===== src/rtl/mat_mul_seq.sv =====
// Sequencer that feeds a 16-term signed int8 dot-product MAC to compute C = A x B.
// A rows and B columns sit in local buffers; C comes back row-major through a small result FIFO.
module mat_mul_seq #(
  parameter int ROWS       = 4,
  parameter int COLS       = 4,
  parameter int MAC_LAT    = 2,
  parameter int FIFO_DEPTH = 4
) (
  input  logic               clk,
  input  logic               reset_n,
  input  logic               ld_valid,
  output logic               ld_ready,
  input  logic               ld_sel,
  input  logic [3:0]         ld_idx,
  input  logic [127:0]       ld_data,
  input  logic               start,
  output logic               busy,
  output logic               done,
  output logic [127:0]       mac_a,
  output logic [127:0]       mac_b,
  input  logic signed [19:0] mac_out,
  output logic               res_valid,
  input  logic               res_ready,
  output logic signed [19:0] res_data,
  output logic [3:0]         res_row,
  output logic [3:0]         res_col,
  output logic               res_last
);
  localparam int DATA_W = 8;
  localparam int VEC_W  = 16 * DATA_W;
  localparam int ACC_W  = 20;
  localparam int STAGES = MAC_LAT + 1;
  localparam int ROW_W  = (ROWS > 1) ? $clog2(ROWS) : 1;
  localparam int COL_W  = (COLS > 1) ? $clog2(COLS) : 1;
  localparam int PTR_W  = $clog2(FIFO_DEPTH);
  localparam int OCC_W  = $clog2(FIFO_DEPTH + STAGES + 1) + 1;
  localparam int ENT_W  = 1 + 4 + 4 + ACC_W;
  localparam logic [3:0] ROW_MAX = 4'(ROWS - 1);
  localparam logic [3:0] COL_MAX = 4'(COLS - 1);

  typedef enum logic [1:0] {IDLE, RUN, DRAIN} state_t;

  state_t               state;
  logic [VEC_W-1:0]     a_buf [ROWS];
  logic [VEC_W-1:0]     b_buf [COLS];
  logic [3:0]           i_q, j_q;
  logic [STAGES-1:0]    vld_p;
  logic [STAGES-1:0]    last_p;
  logic [3:0]           row_p [STAGES];
  logic [3:0]           col_p [STAGES];
  logic [ENT_W-1:0]     fifo_mem [FIFO_DEPTH];
  logic [PTR_W-1:0]     wr_ptr, rd_ptr;
  logic [PTR_W:0]       count_q;
  logic [OCC_W-1:0]     occ;
  logic                 pop, capture, issue, last_issue;

  // A pop in the same cycle frees a slot, which keeps issue at one per cycle while draining.
  always_comb begin
    occ = OCC_W'(count_q) - OCC_W'(pop);
    for (int k = 0; k < STAGES; k++) occ = occ + OCC_W'(vld_p[k]);
  end

  assign pop        = res_valid && res_ready;
  assign capture    = vld_p[STAGES-1];
  assign last_issue = (i_q == ROW_MAX) && (j_q == COL_MAX);
  assign issue      = (state == RUN) && (occ < OCC_W'(FIFO_DEPTH));
  assign done       = (state == DRAIN) && pop && res_last;
  assign ld_ready   = !busy;
  assign res_valid  = (count_q != '0);
  assign {res_last, res_row, res_col, res_data} = fifo_mem[rd_ptr];

  // Operand buffers: out-of-range indices must not alias onto a valid entry.
  always_ff @(posedge clk) begin
    if (ld_valid && ld_ready) begin
      if (!ld_sel && (ld_idx <= ROW_MAX)) a_buf[ld_idx[ROW_W-1:0]] <= ld_data;
      if (ld_sel && (ld_idx <= COL_MAX))  b_buf[ld_idx[COL_W-1:0]] <= ld_data;
    end
  end

  always_ff @(posedge clk or negedge reset_n) begin
    if (!reset_n) begin
      state <= IDLE;
      busy  <= 1'b0;
      i_q   <= '0;
      j_q   <= '0;
    end else begin
      case (state)
        IDLE: if (start) begin
          state <= RUN;
          busy  <= 1'b1;
          i_q   <= '0;
          j_q   <= '0;
        end
        RUN: if (issue) begin
          if (last_issue) begin
            state <= DRAIN;
          end else if (j_q == COL_MAX) begin
            j_q <= '0;
            i_q <= i_q + 4'd1;
          end else begin
            j_q <= j_q + 4'd1;
          end
        end
        DRAIN: if (done) begin
          state <= IDLE;
          busy  <= 1'b0;
        end
        default: state <= IDLE;
      endcase
    end
  end

  // Stage p0: operand registration; tags then ride alongside the MAC pipeline to p[STAGES-1].
  always_ff @(posedge clk or negedge reset_n) begin
    if (!reset_n) begin
      mac_a  <= '0;
      mac_b  <= '0;
      vld_p  <= '0;
      last_p <= '0;
      for (int k = 0; k < STAGES; k++) begin
        row_p[k] <= '0;
        col_p[k] <= '0;
      end
    end else begin
      if (issue) begin
        mac_a <= a_buf[i_q[ROW_W-1:0]];
        mac_b <= b_buf[j_q[COL_W-1:0]];
      end
      vld_p[0]  <= issue;
      last_p[0] <= last_issue;
      row_p[0]  <= i_q;
      col_p[0]  <= j_q;
      for (int k = 1; k < STAGES; k++) begin
        vld_p[k]  <= vld_p[k-1];
        last_p[k] <= last_p[k-1];
        row_p[k]  <= row_p[k-1];
        col_p[k]  <= col_p[k-1];
      end
    end
  end

  // Result capture: mac_out lines up with the oldest tag.
  always_ff @(posedge clk or negedge reset_n) begin
    if (!reset_n) begin
      wr_ptr  <= '0;
      rd_ptr  <= '0;
      count_q <= '0;
      for (int k = 0; k < FIFO_DEPTH; k++) fifo_mem[k] <= '0;
    end else begin
      if (capture) begin
        fifo_mem[wr_ptr] <= {last_p[STAGES-1], row_p[STAGES-1], col_p[STAGES-1], mac_out};
        wr_ptr           <= wr_ptr + PTR_W'(1);
      end
      if (pop) rd_ptr <= rd_ptr + PTR_W'(1);
      case ({capture, pop})
        2'b10:   count_q <= count_q + (PTR_W+1)'(1);
        2'b01:   count_q <= count_q - (PTR_W+1)'(1);
        default: ;
      endcase
    end
  end
endmodule


===== config.mk =====
export PLATFORM = sky130hd
export DESIGN_NAME = mat_mul_seq
export DESIGN_NICKNAME = d
export VERILOG_FILES = /design/src/rtl/mat_mul_seq.sv
export SDC_FILE = /design/constraint.sdc
export NUM_CORES = 1
export LEC_CHECK = 0
export CORE_MARGIN = 8
export CORE_UTILIZATION = 30
export CTS_CLUSTER_SIZE = 40
export DETAILED_ROUTE_END_ITERATION = 8
export SLEW_MARGIN = 15
export SYNTH_ARGS = -nofsm -noshare
export SYNTH_HDL_FRONTEND = slang
export SYNTH_SLANG_ARGS = --single-unit

===== constraint.sdc =====
create_clock -name clk -period 15.9 [get_ports clk]
set_input_delay 2.385 -clock clk [delete_from_list [all_inputs] [get_ports clk]]
set_output_delay 2.385 -clock clk [all_outputs]
set_load 0.005 [all_outputs]

Word level (Yosys, flattened, before mapping)
Memories as Yosys holds them, arrays and structs flattened. A register that Yosys moved wholly into a read port is not among the register bits.
Index checks and enable logic that the tools add are counted.
- $add $sub $neg: 10
- order comparisons: 5
- equality and inequality tests: 12
- multiplexer cells: 30
- bitwise operators: 2
- reduce and logical (&&, ||, !) cells: 22
- operator list (cell ; count):
    116-bit bitwise mux ; 1
    29-bit two-way mux ; 3
    29-bit binary-select mux with 2-bit select ; 1
    29-bit demux with 2-bit select ; 1
    4-bit two-way mux ; 7
    4-bit one-hot mux with 2 select lines ; 2
    4-bit by 1-bit adder with 4-bit output ; 3
    2-bit inequality test, second input constant ; 5
    1-bit logical AND ; 9
    4-bit by 1-bit adder with 4-bit output, second input constant ; 2
    4-bit by 2-bit equality test with 1-bit output, second input constant ; 2
    1-bit two-way mux ; 8
    2-bit two-way mux ; 4
    4-bit AND reduction ; 2
    3-bit >= comparator, second input constant ; 2
    2-bit inverter with 3-bit output ; 2
    2-bit one-hot mux with 3 select lines ; 1
    3-bit one-hot mux with 2 select lines ; 1
    2-bit nonzero test ; 3
    5-bit AND reduction ; 1
    2-bit by 1-bit adder with 2-bit output, second input constant ; 2
    2-bit by 1-bit equality test with 1-bit output, second input constant ; 2
    2-bit equality test, second input constant ; 2
    4-bit by 2-bit <= comparator with 1-bit output, second input constant ; 1
    11 further kinds ; 14
- bits in registers: 164
- memory bits (writable): 1024
- input port bits: 158
- output and inout port bits: 289
- word-level logic and storage cells: 102
- memories kept: 2
- memory list (name ; depth ; width ; rd ports ; clocked after memory_dff ; wr ports ; line ; text):
    a_buf ; 4 ; 128 ; 1 ; 1 ; 1 ; 44 ; logic [VEC_W-1:0] a_buf [ROWS];
    b_buf ; 4 ; 128 ; 1 ; 1 ; 1 ; 45 ; logic [VEC_W-1:0] b_buf [COLS];

Depth between registers and ports, before layout
Gate-level depths: netlist of the first run.
- depth after elaboration: 10
- depth in mapped cells: 14
- depth with buffers taken out: 11

Worst setup path before layout of the first run
No wires, ideal clock.
- path kind: input port to flip-flop
- from: input ld_idx[3]
- to: memory a_buf[0][0] (netlist bit) (enable)
- setup time: 0.774 ns
- data arrival time: 11.532 ns
- data required time: 15.126 ns
- path slack: 3.594 ns
- cell stages on the path: 3
- path buffers: 0
- cell sequence: nor4b_1 > nand2b_1 > nor3_1
- cells in the longest elaborated chain, start to end: 5
- ends and longest elaborated chain (what ; line ; text):
    start, declared ; 14 ; input logic [3:0] ld_idx,
    4-bit by 2-bit <= comparator with 1-bit output ; 75 ; if (!ld_sel && (ld_idx <= ROW_MAX)) a_buf[ld_idx[ROW_W-1:0]] <= ld_data;
    1-bit logical AND ; 75 ;
    1-bit two-way mux ; 75 ;
    1-bit two-way mux ; 74 ; if (ld_valid && ld_ready) begin
    1-bit two-way mux (implied by the code) ; 75 ;
    end, declared ; 44 ;
Every way passes these cells.

Worst setup path after layout of the first run
- from: input res_ready
- to: output done
- cells in the longest elaborated chain, start to end: 3
- ends and longest elaborated chain (what ; line ; text):
    start, declared ; 23 ; input logic res_ready,
    1-bit logical AND ; 63 ; assign pop = res_valid && res_ready;
    1-bit logical AND (2 in a row) ; 67 ; assign done = (state == DRAIN) && pop && res_last;
    end, declared ; 18 ; output logic done,
Every way passes these cells.

==> impl_metrics.py, run 1 <==
metrics = {
    "outcome": {
        "status": "complete, no violations",
    },
    "clock_network": {
        "clk_pin_slew_ns": 0.06,
        "root_buffer": "clkbuf_16",
        "cts_tree": "built",
        "cts_buffers": 156,
        "htree_levels": 4,
        "cts_sinks": 1444,
        "clockBufferDepth": 3,
        "post_cts_buffers": 0,
        "cts_resized": 0,
        "clk_latency_ns": 0.80,
        "ctsHoldBuffers": 0,
    },
    "hold_path": {
        "hold_class": "register to register",
        "min_from": "last_p[1]$_DFF_PN0_",
    },
    "critical_path": {
        "crit_family": "buffers and inverters",
        "cp.required_ns": 13.52,
        "r2r_start": "count_q[0]$_DFFE_PN0P_",
        "cpPeakStageDelay_ns": 0.80,
        "cp_max_fo": 5,
        "crit_buf_inv": 2,
        "crit_start": "res_ready",
        "path_cells": "clkdlybuf4s50_1 -> and2_1 -> nand2_1 -> nor3b_1 -> clkdlybuf4s50_1",
        "crit_type": "primary input to primary output",
        "critPathSlowestCell": "nor3b_1",
        "cp-start-kind": "primary input",
        "crit_top_cell": "clkdlybuf4s50_1",
        "arrival_ns": 4.82,
        "end_kind": "primary output",
    },
    "die": {
        "die_h_um": 437,
        "coreArea_um2": 176000,
        "initial_core_util": 0.302,
        "die_w_um": 437,
        "dieArea_um2": 191000,
        "ios": 447,
        "rows": 154,
    },
    "sta": {
        "finalHoldViolCount": 0,
        "holdWs_ns": 0.338,
        "skew_ns": 0.0501,
        "slew-limit-headroom": 0.271,
        "setup_viol": 0,
        "worst_pin_slew_ns": 1.09,
        "rsz0062_at_grt": "false",
        "finalCriticalPeriod_ns": 7.20,
        "fmax_mhz": 139,
        "tns_ns": 0,
        "final_max_slew_viol_count": 0,
        "post-route-period-util": 0.453,
    },
    "synth": {
        "synth_cell_types": 41,
        "async_flop_share": 0.291,
        "synth_flop_cell": "edfxtp_1",
        "synth_seq_cells": 1444,
        "yosysWarnings": 0,
        "synth_edf_count": 1024,
        "syn-num-nets": 2500,
        "yosysSeqAreaShare": 0.776,
        "synth_cells": 2328,
        "syn_area_um2": 53200,
        "yosys.area.top_type_share": 0.579,
        "netlist_top_cells_area": "edfxtp_1 (58%), dfrtp_1 (20%), mux4_2 (12%), mux2_2 (7.9%), clkbuf_1 (0.35%)",
        "avgSynthCellArea_um2": 22.8,
        "synth_top_area_cell": "edfxtp_1",
    },
    "place": {
        "gp_congestion": 0.689,
        "dp.cells": 5044,
        "dp_hpwl_um": 74600,
        "io_buffers": 446,
    },
    "pwr": {
        "p_leak_nw": 22.4,
        "ir_drop_mv": 0.317,
        "power_density_nw_per_um2": 191,
    },
    "routing": {
        "wl_per_cell_um": 24.2,
        "vias_per_cell": 4.61,
        "drt_wl_total_um": 129000,
        "drcViolationCount": 0,
        "drtAntennaViolNets": 0,
        "route.vias.total": 24700,
        "firstDrtPassIters": 5,
        "drtIter0Drc": 1442,
    },
    "finish": {
        "layout_commonest_cell": "edfxtp_1",
        "mostFrequentLayoutCells": "edfxtp_1 (1024), clkdlybuf4s50_1 (445), dfrtp_1 (415)",
        "drive_above_1_share": 0.317,
        "layout.cells.non_filler": 5346,
        "areaGrowthSynthToFinish_pct": 23.7,
        "final_nets": 3034,
    },
    "global_routing": {
        "grt_pass1_vias": 26900,
        "antenna_found_initial": 22,
        "grt_use_total": 0.133,
        "grt_max_degree": 128,
        "grt-ovfl-total": 0,
        "grt_pass1_wl_um": 190000,
    },
    "flow_run": {
        "cap_violations": 0,
    },
}
Yosys cell counts, types with 4 or more instances:
master	instances
a21oi_1	4
nand2_1	20
buf_2	20
clkbuf_1	49
o21ai_0	5
inv_1	15
mux4_2	285
nor3_1	4
edfxtp_1	1024
mux2_2	372
buf_4	19
buf_1	21
dfrtp_1	420
ha_1	12
nor2_1	12
nand2b_1	4
nand3_1	5
registers in the layout, indices dropped and copies added (netlist names), 4 cells and up:
name	count
b_buf	512
mac_b	128
mac_a	128
j_q	4
col_p	12
row_p	12
i_q	4
a_buf	512
fifo_mem	116
layer usage:
metal	wire, um	vias to the layer above	global-route usage
li1	-	10500	-
met1	52100	13400	0.162
met2	67500	516	0.234
met3	5560	205	0.0306
met4	3970	10	0.0459
met5	63	-	0
stage by stage:
stage	power, mW	setup slack, ns	utilization	area (um^2)
global route	13.1	8.61	0.373	65800
finish	12.5	8.70	0.373	65800
global placement	9.00	8.42	0.343	60500
detailed placement	9.08	8.38	0.343	60500
floorplan	7.36	3.59	-	53200
CTS	12.8	8.52	0.373	65700
report_power, final:
group          leakage (nW)  switching (mW)  internal (mW)
combinational          5.74            1.54           2.29
clock                  2.54            1.53           2.13
sequential             14.1           0.438           4.61
layout make-up:
class	instances	area [um^2]
fill	16000	110000
timing repair buffer	485	4840
clock buffer	221	4370
sequential	1444	41300
antenna	9	22.5
tap	2340	2930
multi-input combinational	760	11400
inverter	15	56.3
clock inverter	72	882
cell families after synthesis:
kind of cell	count (synthesis)	synth area share
fa+ha+maj	14	0.00358
mux	660	0.200
compound gates	22	0.00306
simple gates	58	0.00539
flops	1444	0.776
xor+xnor	6	0.000989
buf+inv	124	0.0106
path summary, 6_finish.rpt:
path	end	slack [ns]	cells after the start
max in group asynchronous	mac_a[89]$_DFFE_PN0P_	11.86	3
min	last_p[2]$_DFF_PN0_	0.34	0
min reg2reg	last_p[2]$_DFF_PN0_	0.34	0
max	done	8.70	5
max reg2reg	mac_a[94]$_DFFE_PN0P_	10.50	13
min in group asynchronous	mac_a[27]$_DFFE_PN0P_	1.65	1
Power figures use the tool's default switching activity.
==> inputs of run 2 (changes only) <==
clock period = 6.85 ns   (was 15.9 ns; I/O delays follow)
==> run 2 against run 1 <==
  * Clock power is 120% higher
  * Critical path type is now register to register
  * Clock-buffer cell count is 3 higher
  * Highest routed layer unchanged
  * Combinational power is 140% higher
  * Worst setup slack worse by 6.3 ns
  * Clock skew is 0.0016 ns lower
  * Sequential share of layout area is 0.087 points lower
  * First-iteration DRC count is 4.3% higher
  * Global-route usage is 0.094 points higher
  * Core utilization is 0.052 points higher
==> impl_metrics.py, run 2 (synthesis gave the netlist of run 1 again) <==
metrics = {
    "critical_path": {
        "rr_endpoint": "mac_a[63]$_DFFE_PN0P_",
        "ff2ff_setup_slack_ns": 2.39,
        "rr_worst_depth": 11,
        "crit_top_cell": "ha_1",
        "path_cells": "or3_1 -> and2_1 -> ha_1 -> inv_1 -> fa_1 -> ha_1 -> a31o_2 -> o21bai_1 -> a211oi_4 -> buf_12 -> mux2_2",
        "cpPeakStageDelay_ns": 0.66,
        "cp_max_fo": 97,
        "cp-endpoint": "mac_a[63]$_DFFE_PN0P_",
        "r2r_start": "count_q[0]$_DFFE_PN0P_",
        "arrival_ns": 5.11,
        "worst-path-stages": 11,
        "cp-start-kind": "register",
        "critPathSlowestCell": "a211oi_4",
        "crit_start": "count_q[0]$_DFFE_PN0P_",
        "crit_buf_inv": 2,
        "end_kind": "register",
        "cp.required_ns": 7.51,
        "crit_type": "register to register",
        "crit_family": "compound AO/OA/AOI/OAI gates",
    },
    "routing": {
        "drt_wl_total_um": 130000,
        "drtAntennaViolNets": 0,
        "firstDrtPassIters": 5,
        "vias_per_cell": 4.62,
        "drcViolationCount": 0,
        "wl_per_cell_um": 24.4,
        "route.vias.total": 24700,
        "drtIter0Drc": 1504,
    },
    "clock_network": {
        "htree_levels": 4,
        "root_buffer": "clkbuf_16",
        "cts_sinks": 1444,
        "clockBufferDepth": 3,
        "clk_pin_slew_ns": 0.06,
        "cts_tree": "built",
        "post_cts_buffers": 0,
        "clk_latency_ns": 0.79,
        "cts_buffers": 155,
        "ctsHoldBuffers": 0,
        "cts_resized": 0,
    },
    "sta": {
        "post-route-period-util": 0.651,
        "finalCriticalPeriod_ns": 4.46,
        "holdWs_ns": 0.270,
        "rsz0062_at_grt": "false",
        "fmax_mhz": 224,
        "final_max_slew_viol_count": 0,
        "slew-limit-headroom": 0.231,
        "finalHoldViolCount": 0,
        "skew_ns": 0.0485,
        "setup_viol": 0,
        "worst_pin_slew_ns": 1.15,
    },
    "finish": {
        "fillers": 16200,
        "layout_commonest_cell": "edfxtp_1",
        "areaGrowthSynthToFinish_pct": 23.9,
        "drive_above_1_share": 0.317,
        "layout.cells.non_filler": 5353,
        "final_nets": 3035,
        "mostFrequentLayoutCells": "edfxtp_1 (1024), clkdlybuf4s50_1 (445), dfrtp_1 (415)",
        "final_core_util": 0.374,
    },
    "place": {
        "io_buffers": 446,
        "dp.cells": 5046,
        "dp_hpwl_um": 75600,
        "gp_congestion": 0.702,
    },
    "global_routing": {
        "grt_use_total": 0.134,
        "grt_use_met2": 0.232,
        "grt_pass1_vias": 26400,
        "antenna_found_initial": 26,
        "grt-ovfl-total": 0,
        "grt_max_degree": 138,
        "busiest_layer": "met2",
        "grt_use_met3": 0.0300,
        "grt_pass1_wl_um": 190000,
        "grt.met1_usage": 0.163,
    },
    "die": {
        "die_h_um": 437,
        "initial_core_util": 0.302,
        "dieArea_um2": 191000,
        "coreArea_um2": 176000,
        "die_w_um": 437,
        "ios": 447,
        "rows": 154,
    },
    "pwr": {
        "ir_drop_mv": 0.581,
        "power_density_nw_per_um2": 439,
        "p_total_mw": 28.9,
        "p_leak_nw": 22.4,
    },
    "hold_path": {
        "hold_class": "primary input to asynchronous set/reset pin",
    },
    "flow_run": {
        "cap_violations": 0,
    },
    "outcome": {
        "status": "complete, no violations",
    },
}
## run 2: cell type report
type / instances / area (um^2) / share of cell area
flip-flops and latches: 1444 / 41300 / 0.627
clock inverters: 66 / 636 / 0.00965
well taps: 2340 / 2930 / 0.0445
diodes: 17 / 42.5 / 0.000646
repair buffers: 487 / 5110 / 0.0776
multi-input cells: 760 / 11400 / 0.173
clock buffers: 224 / 4400 / 0.0669
inverters: 15 / 56.3 / 0.000855
## run 2: worst min path at each step
stage	startpoint	to	slack, ns	cells past startpoint
2_1_floorplan	col_p[4]$_DFF_PN0_	col_p[0]$_DFF_PN0_	0.33	0
3_3_place_gp	row_p[5]$_DFF_PN0_	row_p[1]$_DFF_PN0_	0.33	0
3_5_place_dp	col_p[7]$_DFF_PN0_	col_p[3]$_DFF_PN0_	0.33	0
4_1_cts	reset_n	mac_b[30]$_DFFE_PN0P_	0.24	1
5_1_grt	reset_n	mac_b[30]$_DFFE_PN0P_	0.30	1
6_report	reset_n	mac_a[30]$_DFFE_PN0P_	0.27	1
## run 2: layer usage
layer	up-vias	wire (um)
met4	6	4370
met2	547	68200
li1	10500	-
met5	-	41
met3	192	5700
met1	13500	52100
## run 2: stage by stage
stage,cell area (um^2),setup slack (ns),TNS [ns]
3_3_place_gp,60700,1.84,0
6_report,65900,2.39,0
4_1_cts,65800,2.38,0
3_5_place_dp,60800,1.85,0
2_1_floorplan,53200,-0.661,-546.46
5_1_grt,65900,2.19,0
## run 2: worst reg2reg max path, cell delays in order (launching register included)
cell      delay (ns)
dfrtp_1         0.43
or3_1           0.43
and2_1          0.24
ha_1            0.30
inv_1           0.05
fa_1            0.36
ha_1            0.30
a31o_2          0.21
o21bai_1        0.26
a211oi_4        0.66
buf_12          0.51
mux2_2          0.59
## run 2: power breakdown
group          internal (mW)  switching [mW]
logic                   5.35            3.68
registers               10.7           0.970
clock network           4.74            3.47
total                   20.8            8.11
